### src/rtl/sc_game_pkg.sv
// Shared types and defaults for the game sequencer slice.
package sc_game_pkg;

    localparam int unsigned LIVES_W        = 2;
    localparam int unsigned LEVEL_W        = 3;
    localparam int unsigned LIVES_INIT_DEF = 3;
    localparam int unsigned LEVELS_MAX_DEF = 4;

    typedef enum logic [2:0] {
        S_IDLE,
        S_CLEAR,
        S_PLAY,
        S_HIT,
        S_LEVELUP,
        S_WIN,
        S_GAMEOVER
    } state_t;

endpackage

### src/rtl/sc_pause_timer.sv
// Post-hit freeze timer: a start pulse arms it, and done is high during the
// last of PAUSE_CYCLES busy cycles.
module sc_pause_timer #(
    parameter int unsigned PAUSE_CYCLES = 25_000_000
) (
    input  logic clk,
    input  logic rst,
    input  logic start,
    output logic done
);

    localparam int unsigned CW = (PAUSE_CYCLES > 1) ? $clog2(PAUSE_CYCLES) : 1;

    logic [CW-1:0] count;
    logic          busy;

    assign done = busy && (count == '0);

    // Load on start, then count down to zero while busy.
    always_ff @(posedge clk or posedge rst) begin
        if (rst) begin
            count <= '0;
            busy  <= 1'b0;
        end else if (start) begin
            count <= CW'(PAUSE_CYCLES - 1);
            busy  <= 1'b1;
        end else if (busy) begin
            if (count == '0) begin
                busy <= 1'b0;
            end else begin
                count <= count - CW'(1);
            end
        end
    end

endmodule

### src/rtl/sc_game_sequencer.sv
// Game flow controller: start, play, hit pause, level-up, win and game-over.
module sc_game_sequencer
    import sc_game_pkg::*;
#(
    parameter int unsigned LIVES_INIT   = LIVES_INIT_DEF,
    parameter int unsigned LEVELS_MAX   = LEVELS_MAX_DEF,
    parameter int unsigned PAUSE_CYCLES = 25_000_000
) (
    input  logic               SC_GAME_SEQUENCER_CLOCK_50,
    input  logic               SC_GAME_SEQUENCER_RESET_InHigh,
    input  logic               SC_GAME_SEQUENCER_startButton_InLow,
    input  logic               SC_GAME_SEQUENCER_Losing_InLow,
    input  logic               SC_GAME_SEQUENCER_Goal_InLow,
    output logic               SC_GAME_SEQUENCER_clear_OutLow,
    output logic               SC_GAME_SEQUENCER_respawn_OutLow,
    output logic [LIVES_W-1:0] SC_GAME_SEQUENCER_lives_Out,
    output logic [LEVEL_W-1:0] SC_GAME_SEQUENCER_level_Out,
    output logic               SC_GAME_SEQUENCER_playing_OutHigh,
    output logic               SC_GAME_SEQUENCER_win_OutHigh,
    output logic               SC_GAME_SEQUENCER_gameover_OutHigh
);

    logic clk;
    logic rst;
    assign clk = SC_GAME_SEQUENCER_CLOCK_50;
    assign rst = SC_GAME_SEQUENCER_RESET_InHigh;

    state_t             state;
    state_t             next_state;
    logic [LIVES_W-1:0] lives;
    logic [LEVEL_W-1:0] level;
    logic               sync_1;
    logic               sync_2;
    logic               sync_3;
    logic               start_evt;
    logic               pause_start;
    logic               pause_done;
    logic               clear_n;
    logic               respawn_n;
    logic               playing;
    logic               win;
    logic               gameover;

    // Two-flop synchronizer plus one history flop for falling-edge detection.
    always_ff @(posedge clk or posedge rst) begin
        if (rst) begin
            sync_1 <= 1'b1;
            sync_2 <= 1'b1;
            sync_3 <= 1'b1;
        end else begin
            sync_1 <= SC_GAME_SEQUENCER_startButton_InLow;
            sync_2 <= sync_1;
            sync_3 <= sync_2;
        end
    end

    assign start_evt = sync_3 && !sync_2;

    sc_pause_timer #(
        .PAUSE_CYCLES(PAUSE_CYCLES)
    ) u_pause (
        .clk  (clk),
        .rst  (rst),
        .start(pause_start),
        .done (pause_done)
    );

    // State register.
    always_ff @(posedge clk or posedge rst) begin
        if (rst) begin
            state <= S_IDLE;
        end else begin
            state <= next_state;
        end
    end

    // Lives and level bookkeeping, keyed off the current state.
    always_ff @(posedge clk or posedge rst) begin
        if (rst) begin
            lives <= '0;
            level <= '0;
        end else begin
            case (state)
                S_CLEAR: begin
                    lives <= LIVES_W'(LIVES_INIT);
                    level <= LEVEL_W'(1);
                end
                S_PLAY: begin
                    if (!SC_GAME_SEQUENCER_Losing_InLow && (lives != '0)) begin
                        lives <= lives - LIVES_W'(1);
                    end
                end
                S_LEVELUP: begin
                    if (level < LEVEL_W'(LEVELS_MAX)) begin
                        level <= level + LEVEL_W'(1);
                    end
                end
                default: ;
            endcase
        end
    end

    // Next-state, strobes and status flags; collision takes priority over goal.
    always_comb begin
        next_state  = state;
        clear_n     = 1'b1;
        respawn_n   = 1'b1;
        pause_start = 1'b0;
        playing     = 1'b0;
        win         = 1'b0;
        gameover    = 1'b0;
        case (state)
            S_IDLE: begin
                if (start_evt) next_state = S_CLEAR;
            end
            S_CLEAR: begin
                clear_n    = 1'b0;
                next_state = S_PLAY;
            end
            S_PLAY: begin
                playing = 1'b1;
                if (!SC_GAME_SEQUENCER_Losing_InLow) begin
                    next_state  = S_HIT;
                    pause_start = 1'b1;
                end else if (!SC_GAME_SEQUENCER_Goal_InLow) begin
                    next_state = (level == LEVEL_W'(LEVELS_MAX)) ? S_WIN : S_LEVELUP;
                end
            end
            S_HIT: begin
                playing = 1'b1;
                if (pause_done) begin
                    if (lives == '0) begin
                        next_state = S_GAMEOVER;
                    end else begin
                        next_state = S_PLAY;
                        respawn_n  = 1'b0;
                    end
                end
            end
            S_LEVELUP: begin
                playing    = 1'b1;
                respawn_n  = 1'b0;
                next_state = S_PLAY;
            end
            S_WIN: begin
                win = 1'b1;
                if (start_evt) next_state = S_CLEAR;
            end
            S_GAMEOVER: begin
                gameover = 1'b1;
                if (start_evt) next_state = S_CLEAR;
            end
            default: next_state = S_IDLE;
        endcase
    end

    assign SC_GAME_SEQUENCER_clear_OutLow      = clear_n;
    assign SC_GAME_SEQUENCER_respawn_OutLow    = respawn_n;
    assign SC_GAME_SEQUENCER_lives_Out         = lives;
    assign SC_GAME_SEQUENCER_level_Out         = level;
    assign SC_GAME_SEQUENCER_playing_OutHigh   = playing;
    assign SC_GAME_SEQUENCER_win_OutHigh       = win;
    assign SC_GAME_SEQUENCER_gameover_OutHigh  = gameover;

endmodule
### config.mk
export PLATFORM = sky130hd
export DESIGN_NAME = sc_game_sequencer
export DESIGN_NICKNAME = d
export VERILOG_FILES = /design/src/rtl/sc_game_pkg.sv /design/src/rtl/sc_pause_timer.sv /design/src/rtl/sc_game_sequencer.sv
export SDC_FILE = /design/constraint.sdc
export NUM_CORES = 1
export LEC_CHECK = 0
export ABC_CLOCK_PERIOD_IN_PS = 2600
export BUFFER_PORTS_ARGS = -buffer_cell sky130_fd_sc_hd__buf_4
export CAP_MARGIN = 20
export CORE_MARGIN = 2
export CORE_UTILIZATION = 62
export CTS_BUF_LIST = sky130_fd_sc_hd__clkbuf_2
export DETAILED_ROUTE_END_ITERATION = 7
export GPL_TIMING_DRIVEN = 0
export PLACE_DENSITY = 0.79
export SYNTH_ARGS = -nofsm -noshare
export SYNTH_HDL_FRONTEND = slang
export SYNTH_SLANG_ARGS = --single-unit
### constraint.sdc
create_clock -name SC_GAME_SEQUENCER_CLOCK_50 -period 2.6 [get_ports SC_GAME_SEQUENCER_CLOCK_50]
set_clock_uncertainty 0.05 [all_clocks]
set_input_delay 0.39 -clock SC_GAME_SEQUENCER_CLOCK_50 [delete_from_list [all_inputs] [get_ports SC_GAME_SEQUENCER_CLOCK_50]]
set_output_delay 0.39 -clock SC_GAME_SEQUENCER_CLOCK_50 [all_outputs]
set_load 0.01 [all_outputs]
; Word-level counts from Yosys, hierarchy flattened
; Index checks and enable logic that the tools add are counted.
[op_classes]
order_cmp = 1
n_addsub = 3
eq_ne = 13
reduce_logical = 19
muxes = 26
[ops]
columns = op, count
row1 = two-way mux 25 bit, 3
row2 = logical NOT 25 bit, 1
row3 = subtractor 25 x 1 -> 25 bit (second input constant), 1
row4 = two-way mux 3 bit, 6
row5 = == test 3 bit (second input constant), 4
row6 = two-way mux 1 bit, 12
row7 = case mux 3 bit (4 select lines), 1
row8 = != test 2 bit (second input constant), 4
row9 = nonzero test 2 bit, 4
row10 = == test 3 x 2 -> 1 bit (second input constant), 2
row11 = case mux 3 bit (2 select lines), 1
row12 = AND reduction 2 bit, 3
row13 = OR reduction 3 bit, 2
row14 = case mux 2 bit (2 select lines), 1
row15 = adder 3 x 1 -> 3 bit (second input constant), 1
row16 = == test 3 x 1 -> 1 bit (second input constant), 1
row17 = logical AND 1 bit, 3
row18 = logical NOT 3 bit, 1
row19 = < comparator 3 bit (second input constant), 1
row20 = != test 3 bit (second input constant), 1
row21 = AND reduction 3 bit, 1
row22 = logical NOT 1 bit, 2
row23 = logical NOT 2 bit, 1
row24 = two-way mux 2 bit, 1
row25 = other kinds (4), 4
[totals]
elab_cells = 70
regBits = 37
output_inout_bits = 10

; Logic depth before layout (Yosys ltp)
; Gate-level depths: netlist of run 1.
[logic_depth]
ltp_word = 5
depth_mapped = 8
depth_no_buf = 7

; By module
; From an unflattened synthesis of run 1, not the netlist that was laid out.
[unflattened]
cells_unflattened = 228
hier_area_um2 = 2240.9
[modules_own_cells]
columns = mod, area_each_um2, n_inst, seq_area_each_um2, cells_each
row1 = sc_pause_timer, 1519.0, 1, 650.6, 149
row2 = sc_game_sequencer, 721.9, 1, 279.0, 79

; Least setup slack after synthesis of run 1
; OpenSTA, ideal clock, no wires.
[synth_timing]
kind = register -> output
from = register u_pause.count[2]
to = output SC_GAME_SEQUENCER_respawn_OutLow
n_path_buf = 1
arrival_ns = 1.597
required_time_ns = 2.160
path_slack_ns = 0.563
path_stages_with_launch = 7
cell_sequence = dfrtp_1 > nor4_4 > and2_1 > buf_2 > nand4_1 > nor4_1 > nor2_1
[synth_via]
elab_chain_cells = 4
[synth_lines]
columns = element, line
row1 = start: declaration, sc_pause_timer.sv:14  ; logic [CW-1:0] count;
row2 = start signal: assignment, sc_pause_timer.sv:25  ; count <= CW'(PAUSE_CYCLES - 1);
row3 = start signal: assignment, sc_pause_timer.sv:31  ; count <= count - CW'(1);
row4 = logical NOT 25 bit, sc_pause_timer.sv:17  ; assign done = busy && (count == '0);
row5 = logical AND 1 bit, sc_pause_timer.sv:17
row6 = two-way mux 1 bit, sc_game_sequencer.sv:131  ; if (pause_done) begin
row7 = case mux 1 bit (2 select lines), sc_game_sequencer.sv:112  ; case (state)
row8 = end: declaration, sc_game_sequencer.sv:15  ; output logic SC_GAME_SEQUENCER_respawn_OutLow,
; Every way passes these cells.

; Worst setup path in the final report of run 1
[layout_timing]
from = register u_pause.count[21]
to = output SC_GAME_SEQUENCER_respawn_OutLow
; The elaborated chain is that of the path after synthesis.

==> qor.yml, run 1 <==
viasPerCell: 6.10
yosys.area.top_type: "dfrtp_1"
wl_per_cell_um: 15.6
synth_cell_type_count: 45
fin_nets: 270
critPathCaptureType: "output pin"
row_count: 21
insertion_delay_ns: 0.40
synth_area_leaders: "dfrtp_1 40%, nand2_1 4.2%, dfstp_2 3.7%, or4_1 3.5%, a21oi_1 3.3%"
p_leak_uw: 0.000943
synth_nets: 239
final_common_cell: "dfrtp_1"
hpwl_um: 3350
drt-total-wl_um: 4760
cp.required_ns: 2.16
cts_num_sinks: 37
detailedPlace.worstSlack_ns: 0.112
route.detailed.drc: 0
antennaDiodeCount: 0
synth_top_area_frac: 0.401
hp-class: "primary input to flip-flop"
synth_cells: 229
hold_violations: 0
finalSetupViolCount: 0
drt_iter0_markers: 157
crit_fanout: 2
syn2layout_area_growth_pct: 16.5
tightest_slew_ns: 1.10
grt_pass1_vias: 1796
cp.arrival_ns: 2.12
antenna_found_initial: 0
slew_headroom: 0.261
finalInstanceArea_sq_um: 2470
ys_ff_latch: 37
netlist_area_sq_um: 2120
avgSynthCellArea_sq_um: 9.27
die_height_um: 62.5
grt-ovfl-total: 0
grt_max_degree: 20
top_layer_used: "met4"
fin_crit_ns: 2.56
clkTransAtPathRegs_ns: 0.18
ys_seq_area_frac: 0.438
io_buffers: 14
wl_met1_um: 2230
slew_viol_final: 0
io_pins: 15
critPathLaunchType: "flip-flop"
ys_async_sr_fraction: 1.00
ir_drop_mv: 0.516
clock_path_buffers: 2
synth-edff-count: 0
worst_slack_ns: 0.0384
start_util: 0.641
ant_nets: 0
synth_flop_cell: "dfrtp_1"
gp_congestion: 0.834
die_area_sq_um: 3910
status: "finished, final reports clean"
final_layout_size_suffix_gt1_frac: 0.223
placeableCoreArea_sq_um: 3310
wl_met2_um: 2270
crit_type: "flip-flop to output pin"
final_cell_mix: "32 x dfrtp_1, 24 x nand2_1, 24 x buf_4, 17 x nor2_1, 14 x a21oi_1"
grt_use_total: 0.271
fin_crit_sh: 0.985
die_w_um: 62.5
cts_tree: "built"
grt_pass1_wl_um: 8310
wl_met3_um: 208
htree_levels: 2
numCtsBuffers: 5
max_cap_viol_count: 0
dpl_cell_area_sq_um: 2310
ys.warnings.count: 0
max_freq_ghz: 0.390
power.density_nw_per_um2: 706
firstDrtPassIters: 4
clockRootBuffer: "clkbuf_2"
vias: 1867
what timing repair did:
action / in CTS / in global routing
pin swaps: 6 / 1
cloned: 0 / 0
buffers inserted: 8 / 1
gates resized for setup: 13 / 4
setup endpoints to repair: 1 / 3
hold buffers: 0 / 0
state kept, by name, indices dropped and copies added (netlist names):
signal,count
sync_2,1
SC_GAME_SEQUENCER_lives_Out,2
sync_3,1
SC_GAME_SEQUENCER_level_Out,3
sync_1,1
u_pause.count,25
state,3
u_pause.busy,1
layer usage:
layer | vias up | global-route usage
met1 | 912 | 0.378
met3 | 7 | 0.0613
met2 | 42 | 0.422
li1 | 906 | -
met5 | - | 0
met4 | 0 | 0.0833
cell families after synthesis:
kind of cell	synth area share
adders and majority gates	0.0295
and+or+nand+nor	0.299
DFF	0.438
xor gates and xnor gates	0.0289
AOI/OAI and AO/OA	0.169
buffers and inverters	0.0360
synthesized netlist by cell type, drive strengths merged, types with 3 or more instances:
cell type	instances
inv	11
or3	9
nor2b	3
or4	10
dfstp	3
o211ai	6
nand2	24
nor3	8
nor4	6
and2	3
ha	5
clkbuf	6
a21oi	14
nand4	6
nor2	18
xnor2	6
o31ai	7
and4	3
nand3	7
nand2b	6
o21ai	12
dfrtp	34
a211oi	3
worst max-delay path, cell delays in order (launching register included):
cell     delay (ns)
dfrtp_1        0.44
or4_4          0.54
nor2_4         0.10
nand4_1        0.20
nor4_2         0.23
nor2_1         0.07
buf_4          0.14
layout make-up:
type | count | area, sq um
Buffer | 8 | 41.3
Clock buffer | 6 | 30.0
Clock inverter | 1 | 3.75
Fill cell | 262 | 840
Inverter | 11 | 41.3
Multi-Input combinational cell | 173 | 1160
Sequential cell | 37 | 932
Tap cell | 46 | 57.6
Timing Repair Buffer | 24 | 200
final timing paths:
| kind | from | cells past startpoint | endpoint | slack, ns |
|---|---|---|---|---|
| worst max-delay path | u_pause.count[21] | 6 | SC_GAME_SEQUENCER_respawn_OutLow | 0.04 |
| worst min-delay path | SC_GAME_SEQUENCER_startButton_InLow | 1 | sync_1 | 0.04 |
| worst max register to register | u_pause.count[21] | 7 | u_pause.count[15] | 0.35 |
| worst min register to register | sync_1 | 0 | sync_2 | 0.32 |
| max in group asynchronous | SC_GAME_SEQUENCER_RESET_InHigh | 3 | sync_3 | 1.79 |
| min in group asynchronous | SC_GAME_SEQUENCER_RESET_InHigh | 2 | u_pause.count[3] | 0.06 |
power by group:
group          total (uW)  internal [uW]  switching [uW]
Sequential            792            677             115
Combinational         701            290             411
Clock                 250           62.7             188
Total                1740           1030             714
per-stage QoR:
| step | total power, uW | hold WS [ns] | std cells | util | setup TNS [ns] |
|---|---|---|---|---|---|
| after detailed placement | 1480 | 0.298 | 290 | 0.698 | 0 |
| after global placement | 1450 | 0.296 | 289 | 0.690 | 0 |
| final | 1740 | 0.0411 | 306 | 0.746 | 0 |
| after global routing | 1890 | 0.0106 | 306 | 0.746 | -0.0400 |
| after floorplan | 1250 | 0.295 | 229 | - | 0 |
| after CTS | 1740 | 0.0362 | 305 | 0.738 | 0 |
(Power assumes the default switching activity.)
==> run 2, diff against run 1 <==
RECOVER_POWER = 50   (was not set)
==> qor.yml, run 2 (synthesis gave the netlist of run 1 again) <==
status: "finished, final reports clean"
largest_reg_flops: 25  # unchanged
worst_slack_ns: 0.0315  # -0.00693 ns
grt-ovfl-total: 0  # unchanged
slowest_stage: "or4_4"
critPathBufInv: 1  # unchanged
endpoint: "SC_GAME_SEQUENCER_respawn_OutLow"
rr_endpoint: "u_pause.count[15]"
finalSetupViolCount: 0  # unchanged
p_int_uw: 1030  # -0.46%
final_cell_mix: "32 x dfrtp_1, 24 x nand2_1, 22 x buf_4, 17 x nor2_1, 14 x a21oi_1"
drt_iter0_markers: 162  # +3.2%
hp-class: "primary input to asynchronous set/reset pin"
critPathTopFamily: "simple AND/OR/NAND/NOR gates"
clock_path_buffers: 2  # unchanged
p_sw_frac: 0.410  # +0.000606
grt_pass1_wl_um: 8310  # unchanged
viasPerCell: 6.07  # -0.48%
vias: 1858  # -0.48%
numCtsBuffers: 5  # unchanged
fin_cells: 306  # unchanged
detailedPlace.worstSlack_ns: 0.112  # unchanged
io_pins: 15  # unchanged
cp.depth: 6  # unchanged
die_area_sq_um: 3910  # unchanged
firstDrtPassIters: 4  # unchanged
grt_use_total: 0.271  # unchanged
tightest_slew_ns: 1.11  # +0.0131 ns
drt-total-wl_um: 4780  # +0.36%
antenna_found_initial: 0  # unchanged
seq_power_share: 0.456  # +0.002
ir_drop_mv: 0.512  # -0.75%
antennaDiodeCount: 0  # unchanged
placeableCoreArea_sq_um: 3310  # unchanged
top_register: "u_pause.count"
io_buffers: 14  # unchanged
fin_nets: 270  # unchanged
cts_num_sinks: 37  # unchanged
insertion_delay_ns: 0.40  # about the same
p_leak_uw: 0.000930  # -1.4%
crit_fanout: 2  # unchanged
top_layer_used: "met4"
power.density_nw_per_um2: 710  # +0.61%
max_cap_viol_count: 0  # unchanged
ant_nets: 0  # unchanged
grt_max_degree: 20  # unchanged
crit_start: "u_pause.count[21]"
setup_tns_ns: 0  # unchanged
fillCellCount: 264  # +0.76%
wl_met2_um: 2280  # about the same
final_common_cell: "dfrtp_1"
reg2reg_setup_slack_ns: 0.37  # +0.02 ns
timing.rr.start: "u_pause.count[21]"
htree_levels: 2  # unchanged
clockRootBuffer: "clkbuf_2"
cp.required_ns: 2.16  # about the same
hold_violations: 0  # unchanged
grt_pass1_vias: 1796  # unchanged
fin_crit_sh: 0.988  # +0.00266
slew_viol_final: 0  # unchanged
cts_hold_buf: 0  # unchanged
clkTransAtPathRegs_ns: 0.19  # about the same
die_w_um: 62.5  # unchanged
p_comb_frac: 0.400  # -0.002
start_util: 0.641  # unchanged
post-route-util: 0.739  # -0.00718
die_height_um: 62.5  # unchanged
row_count: 21  # unchanged
route.detailed.drc: 0  # unchanged
wl_met1_um: 2230  # +0.13%
critPathCaptureType: "output pin"
wl_met3_um: 227  # +9.1%
slew_headroom: 0.252  # -0.00879
critPathLaunchType: "flip-flop"
wl_per_cell_um: 15.6  # +0.36%
max_freq_ghz: 0.389  # -0.27%
final_layout_size_suffix_gt1_frac: 0.212  # -0.0115
whs_ns: 0.0137  # -0.0274 ns
path_cells: "or4_4, nor2_4, nand4_1, nor4_2, nor2_1, buf_4"
slowest_delay_ns: 0.54  # about the same
r2r_cells: 7  # unchanged
hpwl_um: 3350  # unchanged
syn2layout_area_growth_pct: 15.3
cp.arrival_ns: 2.13  # about the same
dp.cells: 290  # unchanged
fin_crit_ns: 2.57  # +0.00693 ns
gp_congestion: 0.834  # unchanged
cts_tree: "built"
crit_type: "flip-flop to output pin"
power.switching_uw: 712  # -0.21%
clkPwrFrac: 0.144  # about the same
run 2: cell count changes in the layout (fill, tap and decap cells not counted):
cell,delta
buf_4,-2
clkbuf_4,+2
dfstp_1,+2
dfstp_2,-2
buf_16,-1
clkbuf_1,+1
run 2: cell type report:
class                   count  area [sq um]  share of cell area
well taps                  46          57.6              0.0235
clock inverters             1          3.75             0.00153
clock buffers               6          30.0              0.0123
inverters                  11          41.3              0.0169
flip-flops and latches     37           932               0.381
plain buffers               8          41.3              0.0169
multi-input cells         173          1160               0.476
repair buffers             24           176              0.0721
run 2: worst min-delay path by stage:
stage,slack [ns],startpoint,cells after the start,to
3_5_place_dp,0.30,sync_1,0,sync_2
5_1_grt,0.01,SC_GAME_SEQUENCER_startButton_InLow,1,sync_1
6_report,0.01,SC_GAME_SEQUENCER_RESET_InHigh,2,u_pause.count[3]
2_1_floorplan,0.30,sync_1,0,sync_2
4_1_cts,0.04,SC_GAME_SEQUENCER_startButton_InLow,1,sync_1
3_3_place_gp,0.30,sync_1,0,sync_2
run 2: what timing repair did:
action,CTS,global route
buffers inserted,8,1
gates cloned,0,0
pin swaps,6,1
endpoints found under the setup margin,1,3
gates resized for setup,13,4
run 2: power groups by stage:
stage	clock (uW)	combinational, uW	sequential [uW]
CTS	251	699	791
detailed placement	0	680	800
floorplan	0	454	792
global route	273	795	814
finish	250	695	793
global placement	0	657	791
run 2: per-layer routing:
| layer | track usage | vias up |
|---|---|---|
| met5 | 0 | - |
| met4 | 0.0833 | 0 |
| met3 | 0.0613 | 5 |
| met2 | 0.422 | 45 |
| met1 | 0.378 | 902 |
| li1 | - | 906 |
run 2: per-stage QoR:
step | cell area (sq um) | total power [uW]
2_1_floorplan | 2120 | 1250
3_3_place_gp | 2280 | 1450
3_5_place_dp | 2310 | 1480
4_1_cts | 2440 | 1740
5_1_grt | 2450 | 1880
6_report | 2450 | 1740
run 2: worst reg2reg max path: stages, from the launching register on:
cell,delay (ns)
dfrtp_1,0.44
buf_4,0.16
nor4_2,0.36
nand4_1,0.32
o21ai_4,0.35
buf_4,0.24
o21ai_0,0.10
a21oi_1,0.15
